$ cat config.mk
export PLATFORM = sky130hd
export DESIGN_NAME = dram_cmd_scheduler
export DESIGN_NICKNAME = d
export VERILOG_FILES = /design/src/rtl/dram_cmd_scheduler.sv
export SDC_FILE = /design/constraint.sdc
export NUM_CORES = 1
export LEC_CHECK = 0
export ABC_AREA = 0
export BUFFER_PORTS_ARGS = -buffer_cell sky130_fd_sc_hd__buf_2
export CAP_MARGIN = 20
export CORE_ASPECT_RATIO = 0.7
export CORE_MARGIN = 2
export CORE_UTILIZATION = 45
export DETAILED_ROUTE_END_ITERATION = 12
export PLACE_DENSITY_LB_ADDON = 0.25
export SLEW_MARGIN = 0
export SYNTH_ARGS = -nofsm -noshare
export SYNTH_HDL_FRONTEND = slang
export SYNTH_SLANG_ARGS = --single-unit
$ cat constraint.sdc
create_clock -name CLK -period 2.64 [get_ports CLK]
set_input_delay 0.132 -clock CLK [delete_from_list [all_inputs] [get_ports CLK]]
set_output_delay 0.132 -clock CLK [all_outputs]
set_load 0.01 [all_outputs]
$ cat src/rtl/dram_cmd_scheduler.sv
// dram_cmd_scheduler
//   Turns one memory request at a time into a legal DDR4 command sequence
//   (ACT/RD/WR/PRE/PREA/REF) for the downstream dram_command block.
//   Open-page policy with per-bank open-row tracking. tRCD, tRP, tRAS, tCCD
//   and tRFC are enforced, and refresh is periodic at tREFI. All timings are
//   in CLK cycles.
//
//   Optional build macro: DRAM_SCHED_CLOSED_PAGE_EN
//     When it is defined, every access is followed by a PRE of the same bank
//     (after its tCCD wait and honouring tRAS), then tRP, then IDLE.
//
// Ports
//   CLK, nRST           clock, asynchronous active-low reset
//   req_valid/req_ready request handshake (ready only in IDLE, no refresh due)
//   req_write           1 = write, 0 = read
//   req_addr            {row, bg, ba, col}
//   done                one-cycle pulse when the request's RD/WR is accepted
//   cmd_valid/cmd_ready command handshake toward dram_command
//   cmd                 0 NOP, 1 ACT, 2 RD, 3 WR, 4 PRE, 5 PREA, 6 REF
//   cmd_bg, cmd_ba      target bank group / bank
//   cmd_row             row (ACT only, else 0)
//   cmd_col             column (RD/WR only, else 0)
module dram_cmd_scheduler #(
  parameter int ROW_W  = 16,
  parameter int COL_W  = 10,
  parameter int BG_W   = 2,
  parameter int BA_W   = 2,
  parameter int T_RCD  = 14,
  parameter int T_RP   = 14,
  parameter int T_RAS  = 32,
  parameter int T_CCD  = 4,
  parameter int T_RFC  = 208,
  parameter int T_REFI = 6240
) (
  input  logic                           CLK,
  input  logic                           nRST,
  input  logic                           req_valid,
  output logic                           req_ready,
  input  logic                           req_write,
  input  logic [ROW_W+BG_W+BA_W+COL_W-1:0] req_addr,
  output logic                           done,
  output logic                           cmd_valid,
  input  logic                           cmd_ready,
  output logic [2:0]                     cmd,
  output logic [BG_W-1:0]                cmd_bg,
  output logic [BA_W-1:0]                cmd_ba,
  output logic [ROW_W-1:0]               cmd_row,
  output logic [COL_W-1:0]               cmd_col
);

  function automatic int imax(input int a, input int b);
    return (a > b) ? a : b;
  endfunction

  localparam int          BK_W   = BG_W + BA_W;
  localparam int unsigned NB     = 1 << BK_W;
  localparam int          T_MAX  = imax(imax(T_RCD, T_RP), imax(T_CCD, T_RFC));
  localparam int          WAIT_W = $clog2(T_MAX + 1);
  localparam int          RAS_W  = $clog2(T_RAS + 1);
  localparam int          REF_W  = $clog2(T_REFI + 1);

`ifdef DRAM_SCHED_CLOSED_PAGE_EN
  localparam bit CLOSE_PAGE = 1'b1;
`else
  localparam bit CLOSE_PAGE = 1'b0;
`endif

  typedef enum logic [2:0] {
    S_IDLE, S_DECODE, S_PRE, S_ACT, S_RW, S_PREA, S_REF, S_WAIT
  } state_t;

  typedef enum logic [2:0] {
    C_NOP = 3'd0, C_ACT = 3'd1, C_RD = 3'd2, C_WR = 3'd3,
    C_PRE = 3'd4, C_PREA = 3'd5, C_REF = 3'd6
  } cmd_t;

  state_t               state, state_d, ret_st, ret_d;
  logic                 live;
  logic                 wr_q;
  logic [ROW_W-1:0]     row_q;
  logic [BG_W-1:0]      bg_q;
  logic [BA_W-1:0]      ba_q;
  logic [COL_W-1:0]     col_q;
  logic [BK_W-1:0]      bank_q;
  logic [WAIT_W-1:0]    wait_cnt, wait_ld;
  logic [REF_W-1:0]     ref_cnt;
  logic                 ref_pending;
  logic [NB-1:0]        open_valid;
  logic [ROW_W-1:0]     open_row [NB];
  logic [RAS_W-1:0]     ras_cnt  [NB];

  logic                 issue, act_iss, pre_iss, prea_iss, ref_iss;
  logic                 accept, hit, ras_all_zero;

  assign bank_q = {bg_q, ba_q};
  assign hit    = open_valid[bank_q] && (open_row[bank_q] == row_q);
  assign issue  = cmd_valid && cmd_ready;
  assign accept = req_valid && req_ready;

  always_comb begin
    ras_all_zero = 1'b1;
    for (int unsigned i = 0; i < NB; i++) begin
      if (ras_cnt[i] != '0) ras_all_zero = 1'b0;
    end
  end

  always_comb begin
    state_d   = state;
    ret_d     = ret_st;
    req_ready = 1'b0;
    done      = 1'b0;
    cmd_valid = 1'b0;
    cmd       = C_NOP;
    cmd_bg    = '0;
    cmd_ba    = '0;
    cmd_row   = '0;
    cmd_col   = '0;
    wait_ld   = '0;
    act_iss   = 1'b0;
    pre_iss   = 1'b0;
    prea_iss  = 1'b0;
    ref_iss   = 1'b0;
    case (state)
      S_IDLE: begin
        // live keeps req_ready low until the first edge after reset.
        req_ready = live && !ref_pending;
        if (live && ref_pending)  state_d = (|open_valid) ? S_PREA : S_REF;
        else if (accept)          state_d = S_DECODE;
      end
      S_DECODE: begin
        if (hit)                          state_d = S_RW;
        else if (!open_valid[bank_q])     state_d = S_ACT;
        else                              state_d = S_PRE;
      end
      S_PRE: begin
        if (ras_cnt[bank_q] == '0) begin
          cmd_valid = 1'b1;
          cmd       = C_PRE;
          cmd_bg    = bg_q;
          cmd_ba    = ba_q;
          if (cmd_ready) begin
            pre_iss = 1'b1;
            wait_ld = WAIT_W'(T_RP - 1);
            state_d = S_WAIT;
            ret_d   = CLOSE_PAGE ? S_IDLE : S_ACT;
          end
        end
      end
      S_ACT: begin
        cmd_valid = 1'b1;
        cmd       = C_ACT;
        cmd_bg    = bg_q;
        cmd_ba    = ba_q;
        cmd_row   = row_q;
        if (cmd_ready) begin
          act_iss = 1'b1;
          wait_ld = WAIT_W'(T_RCD - 1);
          state_d = S_WAIT;
          ret_d   = S_RW;
        end
      end
      S_RW: begin
        cmd_valid = 1'b1;
        cmd       = wr_q ? C_WR : C_RD;
        cmd_bg    = bg_q;
        cmd_ba    = ba_q;
        cmd_col   = col_q;
        if (cmd_ready) begin
          done    = 1'b1;
          wait_ld = WAIT_W'(T_CCD - 1);
          state_d = S_WAIT;
          ret_d   = CLOSE_PAGE ? S_PRE : S_IDLE;
        end
      end
      S_PREA: begin
        if (ras_all_zero) begin
          cmd_valid = 1'b1;
          cmd       = C_PREA;
          if (cmd_ready) begin
            prea_iss = 1'b1;
            wait_ld  = WAIT_W'(T_RP - 1);
            state_d  = S_WAIT;
            ret_d    = S_REF;
          end
        end
      end
      S_REF: begin
        cmd_valid = 1'b1;
        cmd       = C_REF;
        if (cmd_ready) begin
          ref_iss = 1'b1;
          wait_ld = WAIT_W'(T_RFC - 1);
          state_d = S_WAIT;
          ret_d   = S_IDLE;
        end
      end
      S_WAIT: begin
        // Leaving at count 1 means the target state is entered as the count
        // reaches 0, so issue-to-issue spacing equals the timing value.
        if (wait_cnt <= WAIT_W'(1)) state_d = ret_st;
      end
      default: state_d = S_IDLE;
    endcase
  end

  always_ff @(posedge CLK or negedge nRST) begin
    if (!nRST) begin
      state       <= S_IDLE;
      ret_st      <= S_IDLE;
      live        <= 1'b0;
      wr_q        <= 1'b0;
      row_q       <= '0;
      bg_q        <= '0;
      ba_q        <= '0;
      col_q       <= '0;
      wait_cnt    <= '0;
      ref_cnt     <= REF_W'(T_REFI);
      ref_pending <= 1'b0;
      open_valid  <= '0;
      for (int unsigned i = 0; i < NB; i++) begin
        open_row[i] <= '0;
        ras_cnt[i]  <= '0;
      end
    end else begin
      state  <= state_d;
      ret_st <= ret_d;
      live   <= 1'b1;

      if (state == S_IDLE && accept) begin
        wr_q                       <= req_write;
        {row_q, bg_q, ba_q, col_q} <= req_addr;
      end

      if (issue)                wait_cnt <= wait_ld;
      else if (wait_cnt != '0)  wait_cnt <= wait_cnt - 1'b1;

      // A fresh expiry wins over a REF issued on the same edge.
      if (ref_cnt == REF_W'(1)) begin
        ref_cnt     <= REF_W'(T_REFI);
        ref_pending <= 1'b1;
      end else begin
        ref_cnt <= ref_cnt - 1'b1;
        if (ref_iss) ref_pending <= 1'b0;
      end

      for (int unsigned i = 0; i < NB; i++) begin
        if (act_iss && BK_W'(i) == bank_q) ras_cnt[i] <= RAS_W'(T_RAS - 1);
        else if (ras_cnt[i] != '0)         ras_cnt[i] <= ras_cnt[i] - 1'b1;
      end

      if (prea_iss) begin
        open_valid <= '0;
      end else if (pre_iss) begin
        open_valid[bank_q] <= 1'b0;
      end else if (act_iss) begin
        open_valid[bank_q] <= 1'b1;
        open_row[bank_q]   <= row_q;
      end
    end
  end

endmodule

[Word-level counts from Yosys, hierarchy flattened]
Cells that the tools add are included.
Word-level totals
  register bits: 428
  bits in latches: 0
  bits in writable memories: 0
  bits in read-only memories: 0
  bits of input ports: 35
  output and inout bits: 36
  logic and storage cells: 291
  memories kept: 0
Operators by class
  add/subtract/negate cells: 18
  multipliers: 0
  divide/modulo/power cells: 0
  $lt $le $gt $ge: 5
  equality and inequality tests: 32
  shift-type cells: 0
  multiplexer cells: 114
  bitwise gates (word level): 6
  reduce and logical (&&, ||, !) cells: 72
Operator list (count)
  bitwise mux 256 bit: 1
  two-way mux 6 bit: 34
  two-way mux 16 bit: 7
  nonzero test 6 bit: 16
  subtractor 6 x 1 -> 6 bit (second input constant): 16
  binary-select mux 16 bit (select 4 bit): 1
  demux 16 bit (select 4 bit): 1
  two-way mux 3 bit: 15
  case mux 8 bit (5 select lines): 1
  nonzero test 2 bit: 18
  two-way mux 1 bit: 33
  equality test 4 bit (first input constant): 8
  binary-select mux 6 bit (select 4 bit): 1
  logical AND 1 bit: 24
  two-way mux 8 bit: 3
  case mux 3 bit (6 select lines): 1
  bitwise AND 16 bit: 1
  equality test 16 bit: 1
  equality test 3 x 4 -> 1 bit (first input constant): 4
  NOT 16 bit: 1
  bitwise OR 16 bit: 1
  OR reduction 16 bit: 1
  case mux 3 bit (5 select lines): 1
  equality test 13 x 1 -> 1 bit (second input constant): 1
  other kinds (38): 56

[Logic depth before layout (Yosys ltp)]
Gate-level depths: netlist of the first run.
  depth after elaboration: 21
  depth in mapped cells: 12
  mapped depth without buffers: 9

[Worst setup path after synthesis of the first run]
Ideal clock, no wire load.
  path kind: register to register
  start: register ras_cnt[48] in the netlist's numbering
  end: register open_valid[8]
  library setup time: 0.140 ns
  data arrival time: 2.619 ns
  data required time: 2.500 ns
  setup slack: -0.119 ns
  stages on the path, launching flop included: 12
  path buffers: 2
  clock period less this slack: 2.759 ns
  cells stage by stage: dfrtp_1 -> inv_1 -> ha_1 -> or3b_2 -> or3_1 -> nor4_1 -> nand4_1 -> or3_1 -> clkbuf_1 -> clkbuf_1 -> o21ai_0 -> a21oi_1
On the way
  word-level cells in the longest chain between the ends: 13
  elaborated cells between the ends (all ways): 21
  classes of those cells: mux: 18; reduce/logical: 3
Ends and longest elaborated chain
  from (decl): RTL line 90  | logic [RAS_W-1:0] ras_cnt [NB];
  from (signal, indexed assignment): RTL line 247  | if (act_iss && BK_W'(i) == bank_q) ras_cnt[i] <= RAS_W'(T_RAS - 1);
  nonzero test 6 bit: RTL line 103  | if (ras_cnt[i] != '0) ras_all_zero = 1'b0;
  two-way mux 1 bit (9 in series): RTL line 103
  two-way mux 1 bit: RTL line 176  | if (ras_all_zero) begin
  two-way mux 1 bit: RTL line 123  | case (state)
  nonzero test 3 bit (no source line) / two-way mux 16 bit (equally long branches)
  to (signal assigned): RTL line 219  | open_valid <= '0;
  to (signal assigned): RTL line 252  | open_valid <= '0;
  to (signal, indexed assignment): RTL line 254  | open_valid[bank_q] <= 1'b0;
  to (decl): RTL line 88  | logic [NB-1:0] open_valid;
Parallel ways exist; a longest one is shown, timed or not. The select of a mux whose other input is x is not followed.
A chain may end at the register's enable or synchronous reset.

[Worst setup path after layout of the first run]
  start: register ras_cnt[48] in the netlist's numbering
  end: output port cmd[0]
On the way
  word-level cells in the longest chain between the ends: 12
Ends and longest elaborated chain
  nonzero test 6 bit: RTL line 103
  two-way mux 1 bit (9 in series): RTL line 103
  two-way mux 3 bit: RTL line 176
  case mux 3 bit (5 select lines): RTL line 123
  to (decl): RTL line 44  | output logic [2:0] cmd,
No other way between the ends.

==> flow_summary.yaml, run 1 <==
run_status:
  status: "complete, but fails checks"
  violations: "setup timing"
clocking:
  clockBufferDepth: 3
  cts_buffers: 41
  insertion_delay_ps: 560
  cts_tree: "done"
  cts_max_level: 2
  clkSlewWorstSetupHoldPaths_ps: 70
  root_buffer: "clkbuf_16"
  cts_sinks: 428
critical_path:
  path_class: "reg -> out"
  end_kind: "output port"
  startpoint_type: "register"
  critPathRequiredTime_ps: 2510
  critical_path.max_fanout: 3
  critical_path_arrival_ps: 3120
synth:
  syn_inst: 2171
  synth_ff_type: "dfrtp_1"
  synth.distinct_cells: 74
  syn-num-nets: 2232
  ys_ff_latch: 428
  yosys_warnings: 0
  avgSynthCellArea_um2: 9.61
  synth_edf_count: 0
  netlist_area_um2: 20900
  synth-seq-area-share_pct: 51.3
  synthArstFlopShare_pct: 100
cells_and_area:
  register_area_um2: 10700
  syn_to_final_growth_pct: 23.3
  final_cell_count_no_fill: 3087
  stdcell_area_um2: 25700
  multiInputGateArea_um2: 9730
  finalNetCount: 2513
  final_common_cell: "nand2_1"
  layout-drive-gt1-share_pct: 23.1
  layout_common_cells: "nand2_1 (769), dfrtp_1 (422), buf_4 (230)"
  nFillCells: 3882
grt:
  grt.total_usage_pct: 26.8
  grt_pass1_vias: 17100
  grt_first_pass_wirelength_um: 98900
  grt_overflow: 0
  grt_max_degree: 80
  antenna_found_initial: 2
power_and_ir_drop:
  share_seq_of_total_power_pct: 34.2
  powerDensity_nw_per_um2: 1050
  clkPwrFrac_pct: 22.6
  p_switching_mw: 10.1
  p_leak_nw: 12.7
  irDropWorstVdd_uv: 553
  pwr-share-comb_pct: 43.2
  intPower_mw: 16.9
  p_sw_share_pct: 37.5
route:
  drtPass1Iterations: 6
  dr.first_iter.drc_count: 1841
  vias: 17600
  vias_per_cell: 5.71
  wl_per_cell_um: 20.7
  drtAntennaViolNets: 0
  post-route-drc-count: 0
  drt-total-wl_um: 63900
flow_run:
  cap_violations: 0
die:
  pin_count: 71
  rows: 65
  start_util_pct: 46.0
  core_um2: 45400
  die_area_um2: 48100
  die_height_um: 184
  die_x_um: 261
timing:
  fin_crit_sh_pct: 123
  slew_viol_final: 0
  holdWs_ps: 180
  slew_headroom_pct: 51.3
  rsz0062_at_grt: "yes"
  setup_viol_count_final: 36
  fmax_mhz: 307
  min_period_ps: 3260
  finalHoldViolCount: 0
  tightest_slew_ps: 723
  worst_slack_ps: -615
  fin_skew_ps: 22.8
placed_design:
  routabilityCongestion: 0.915
  dp_hpwl_um: 44200
  placed_area_um2: 23300
  io_buffers: 70
  numPlacedInstances: 2938
  preCtsSetupSlack_ps: -445
worst_hold_path:
  hold_path_class: "in -> async"
-- critical path, cell delays in order, from the launching register on --
cell     delay [ps]
dfrtp_1         390
inv_2            80
ha_4            120
or3b_4          370
or3_4           420
nor4_4          350
nand4_1         150
buf_6           170
o21ai_4         160
buf_6           130
a21o_1          100
buf_2           130
-- Yosys cell counts, drive strengths merged (11+ instances only) --
| master | instances | area share, % |
|---|---|---|
| nor3 | 48 | 1.2 |
| and2 | 19 | 0.57 |
| nand3 | 30 | 0.72 |
| mux2 | 36 | 1.9 |
| nor4 | 29 | 0.93 |
| inv | 53 | 0.95 |
| nand2 | 769 | 14 |
| and3 | 20 | 0.60 |
| nor2b | 11 | 0.33 |
| a21oi | 31 | 0.74 |
| o211ai | 22 | 0.79 |
| xnor2 | 54 | 2.3 |
| nor2 | 73 | 1.3 |
| xor2 | 12 | 0.50 |
| or3 | 20 | 0.60 |
| nand2b | 21 | 0.63 |
| clkbuf | 106 | 1.9 |
| dfrtp | 424 | 51 |
| mux4 | 68 | 7.4 |
| o21ai | 113 | 2.7 |
| buf | 22 | 0.70 |
| mux2i | 23 | 1.1 |
| ha | 26 | 1.6 |
-- layout make-up --
| class | instances | share of cell area [%] |
|---|---|---|
| repair buffers | 366 | 11.4 |
| multi-input cells | 1561 | 37.8 |
| flip-flops and latches | 428 | 41.7 |
| clock inverters | 17 | 0.666 |
| well taps | 603 | 2.93 |
| inverters | 54 | 0.788 |
| diodes | 1 | 0.00973 |
| clock buffers | 57 | 4.66 |
-- registers in the layout (all words and copies together) (netlist names), 2 cells and up --
name	flops
open_row	256
wait_cnt	8
col_q	10
open_valid	16
ras_cnt	96
ref_cnt	13
bg_q	2
ba_q	2
state	3
ret_st	3
row_q	16
-- stage by stage --
stage / TNS [ps] / power, mW / utilization (%)
floorplan: -98.3 / 15.3 / -
global placement: -10220 / 19.4 / 51.4
detailed placement: -12410 / 19.7 / 51.4
CTS: -9810 / 26.2 / 55.8
global route: -11830 / 28.4 / 56.7
finish: -9160 / 27.0 / 56.7
-- power by group through the flow --
stage                     Sequential [mW]  Combinational [mW]  Clock, mW
after floorplan                      8.87                6.45          0
after global placement               9.21                10.2          0
after detailed placement             9.24                10.5          0
after CTS                            9.14                10.9       6.19
after global routing                 9.37                12.6       6.46
final                                9.21                11.6       6.10
-- cells by family after synthesis --
kind of cell             Yosys count  share of synthesized area (%)
AND/OR/NAND/NOR                 1094                           22.7
flip-flops                       428                           51.3
AO/OA/AOI/OAI                    247                           7.59
buffers and inverters            182                           3.58
multiplexers                     127                           10.4
XOR/XNOR                          66                           2.77
adder cells (fa/ha/maj)           26                           1.56
other                              1                         0.0180
-- routing by layer --
metal	part of all wire (%)	up-vias	track usage [%]
li1	-	7903	-
met1	46	8872	40.6
met2	43	735	38.8
met3	9.0	106	6.19
met4	2.1	2	6.07
met5	0.014	-	0
-- final timing paths --
kind                                                   to                     start  cells past startpoint  slack [ps]
worst max-delay path                               cmd[0]   ras_cnt[48]$_DFFE_PN0P_                     11        -620
worst min-delay path              ras_cnt[89]$_DFFE_PN0P_                      nRST                      2         180
worst min register to register   open_row[88]$_DFFE_PN0P_  open_row[88]$_DFFE_PN0P_                      2         470
min in group CLK                     row_q[9]$_DFFE_PN0P_                 req_valid                      3         220
max in group asynchronous       open_row[125]$_DFFE_PN0P_                      nRST                      3        1540
worst max register to register       state[2]$_DFFE_PN0P_       ba_q[0]$_DFFE_PN0P_                     10        -530
-- timing repair --
item / 4_1_cts / 5_1_grt
hold buffers: 33 / 0
buffers inserted: 11 / 30
resized for setup: 42 / 38
pin swaps: 12 / 24
endpoints found under the hold margin: 102 / 0
endpoints found under the setup margin: 37 / 62
cloned: 0 / 1
Power figures use the tool's default switching activity.
==> run 2, diff against run 1 <==
Settings changed: CAP_MARGIN 20 to unset.
Clock period 2.64 ns to 2.9 ns, I/O delays scaled along.
==> run 2 against run 1 <==
Effect of this change: the flow still finishes with violations (setup timing); core utilization shrank 0.92 points; cell count shrank 1.9%; worst hold slack lost 130 ps; critical path type is now reg -> reg; critical endpoint is now state[1]$_DFFE_PN0P_; largest power group unchanged.
==> flow_summary.yaml, run 2 (synthesis results as in run 1) <==
critical_path:
  critical_path_arrival_ps: 3650
  critPathRequiredTime_ps: 3330
  startpoint_type: "register"
  path_class: "reg -> reg"
  critical_path.max_fanout: 6
  rr_endpoint: "state[1]$_DFFE_PN0P_"
  end_kind: "register"
  reg2reg_setup_slack_ps: -320
  reg2reg_depth: 9
  reg2reg_from: "ba_q[0]$_DFFE_PN0P_"
timing:
  tns_ps: -2520
  fmax_mhz: 311
  rsz0062_at_grt: "yes"
  min_period_ps: 3220
  fin_crit_sh_pct: 111
  slew_headroom_pct: 27.6
  fin_skew_ps: 13.3
  tightest_slew_ps: 1080
  finalHoldViolCount: 0
  slew_viol_final: 0
  setup_viol_count_final: 13
  holdWs_ps: 47.0
  worst_slack_ps: -317
route:
  drtPass1Iterations: 5
  drt-total-wl_um: 64400
  post-route-drc-count: 0
  vias_per_cell: 5.75
  drtAntennaViolNets: 0
  dr.first_iter.drc_count: 1918
  wl_per_cell_um: 21.3
  vias: 17400
cells_and_area:
  nFillCells: 3888
  stdcell_area_um2: 25300
  regMostFlops: "open_row"
  final_common_cell: "nand2_1"
  layout_common_cells: "nand2_1 (769), dfrtp_1 (422), buf_4 (176)"
  reg.largest.list: "open_row: 256 flops, ras_cnt: 96 flops"
  finalNetCount: 2455
  syn_to_final_growth_pct: 21.3
  largest_register_ff_count: 256
  layout-drive-gt1-share_pct: 20.9
worst_hold_path:
  whs_path_depth: 3
  min_from: "cmd_ready"
  hold_end: "wait_cnt[0]$_DFFE_PN0P_"
  hold_path_class: "in -> reg"
clocking:
  root_buffer: "clkbuf_16"
  cts_sinks: 428
  clkSlewWorstSetupHoldPaths_ps: 70
  cts_max_level: 2
  insertion_delay_ps: 560
  cts_tree: "done"
  clockBufferDepth: 3
  cts_buffers: 42
placed_design:
  placed_area_um2: 23100
  routabilityCongestion: 0.930
  preCtsSetupSlack_ps: -559
  io_buffers: 70
  dp_hpwl_um: 43200
die:
  die_x_um: 261
  pin_count: 71
  die_height_um: 184
  die_area_um2: 48100
  start_util_pct: 46.0
  rows: 65
  core_um2: 45400
grt:
  grt_pass1_vias: 17200
  grt_overflow: 0
  grt.total_usage_pct: 27.3
  grt_max_degree: 108
  antenna_found_initial: 1
  grt_first_pass_wirelength_um: 101000
power_and_ir_drop:
  p_leak_nw: 12.4
  irDropWorstVdd_uv: 522
  powerDensity_nw_per_um2: 952
flow_run:
  cap_violations: 0
run_status:
  violations: "setup timing"
  status: "complete, but fails checks"
run 2: cell count changes in the layout (fill, tap and decap cells not counted), moves of 3 or more:
cell	previous run	this run
o21ai_0	107	99
clkbuf_8	7	11
buf_6	16	10
o21ai_1	2	12
buf_4	230	176
buf_2	69	66
buf_12	16	20
a221oi_1	3	6
run 2: how the worst max path moves through the flow:
stage	startpoint	endpoint	slack, ps
global placement	ba_q[0]$_DFFE_PN0P_	state[1]$_DFFE_PN0P_	-580
CTS	ras_cnt[48]$_DFFE_PN0P_	cmd_valid	-430
detailed placement	ba_q[0]$_DFFE_PN0P_	state[1]$_DFFE_PN0P_	-560
finish	ba_q[0]$_DFFE_PN0P_	state[1]$_DFFE_PN0P_	-320
floorplan	ras_cnt[48]$_DFFE_PN0P_	open_valid[8]$_DFFE_PN0P_	140
global route	ba_q[0]$_DFFE_PN0P_	cmd_valid	-430
run 2: layout make-up:
| type | count | area, µm² | area share, % |
|---|---|---|---|
| clock inverters | 14 | 130 | 0.514 |
| multi-input cells | 1561 | 9660 | 38.1 |
| inverters | 54 | 203 | 0.801 |
| flip-flops and latches | 428 | 10700 | 42.4 |
| well taps | 603 | 754 | 2.98 |
| clock buffers | 61 | 1300 | 5.12 |
| diodes | 1 | 2.50 | 0.00989 |
| repair buffers | 307 | 2550 | 10.1 |
run 2: metal layers:
metal,GRT usage (%),routed length [µm],vias to the layer above
li1,-,-,7801
met1,40.6,29000,8665
met2,38.5,27100,819
met3,8.06,6750,121
met4,7.84,1620,2
met5,0,12,-
run 2: worst max-delay path: stages, from the launching register on:
cell,delay (ps)
dfrtp_4,500
buf_12,150
buf_12,120
mux4_2,510
mux4_2,540
xor2_4,200
or4_4,500
nor4_4,320
buf_4,190
o31ai_2,60
run 2: power by group:
| part | internal, mW | total, mW | switching, mW |
|---|---|---|---|
| combinational | 4.53 | 9.92 | 5.39 |
| clock | 3.29 | 5.69 | 2.41 |
| sequential | 7.25 | 8.48 | 1.23 |
run 2: what timing repair did:
item	in CTS	in global routing
setup buffers	11	8
gates cloned	1	0
resized for setup	49	29
hold buffers	32	0
endpoints found under the setup margin	36	36
hold endpoints to repair	234	0
pin swaps	23	8
run 2: metrics by stage:
step | total power, mW | util [%] | std cells
6_report | 24.1 | 55.8 | 3029
5_1_grt | 25.4 | 55.8 | 3028
4_1_cts | 23.8 | 55.4 | 3021
3_5_place_dp | 17.5 | 50.9 | 2903
2_1_floorplan | 13.9 | - | 2171
3_3_place_gp | 17.2 | 50.9 | 2903
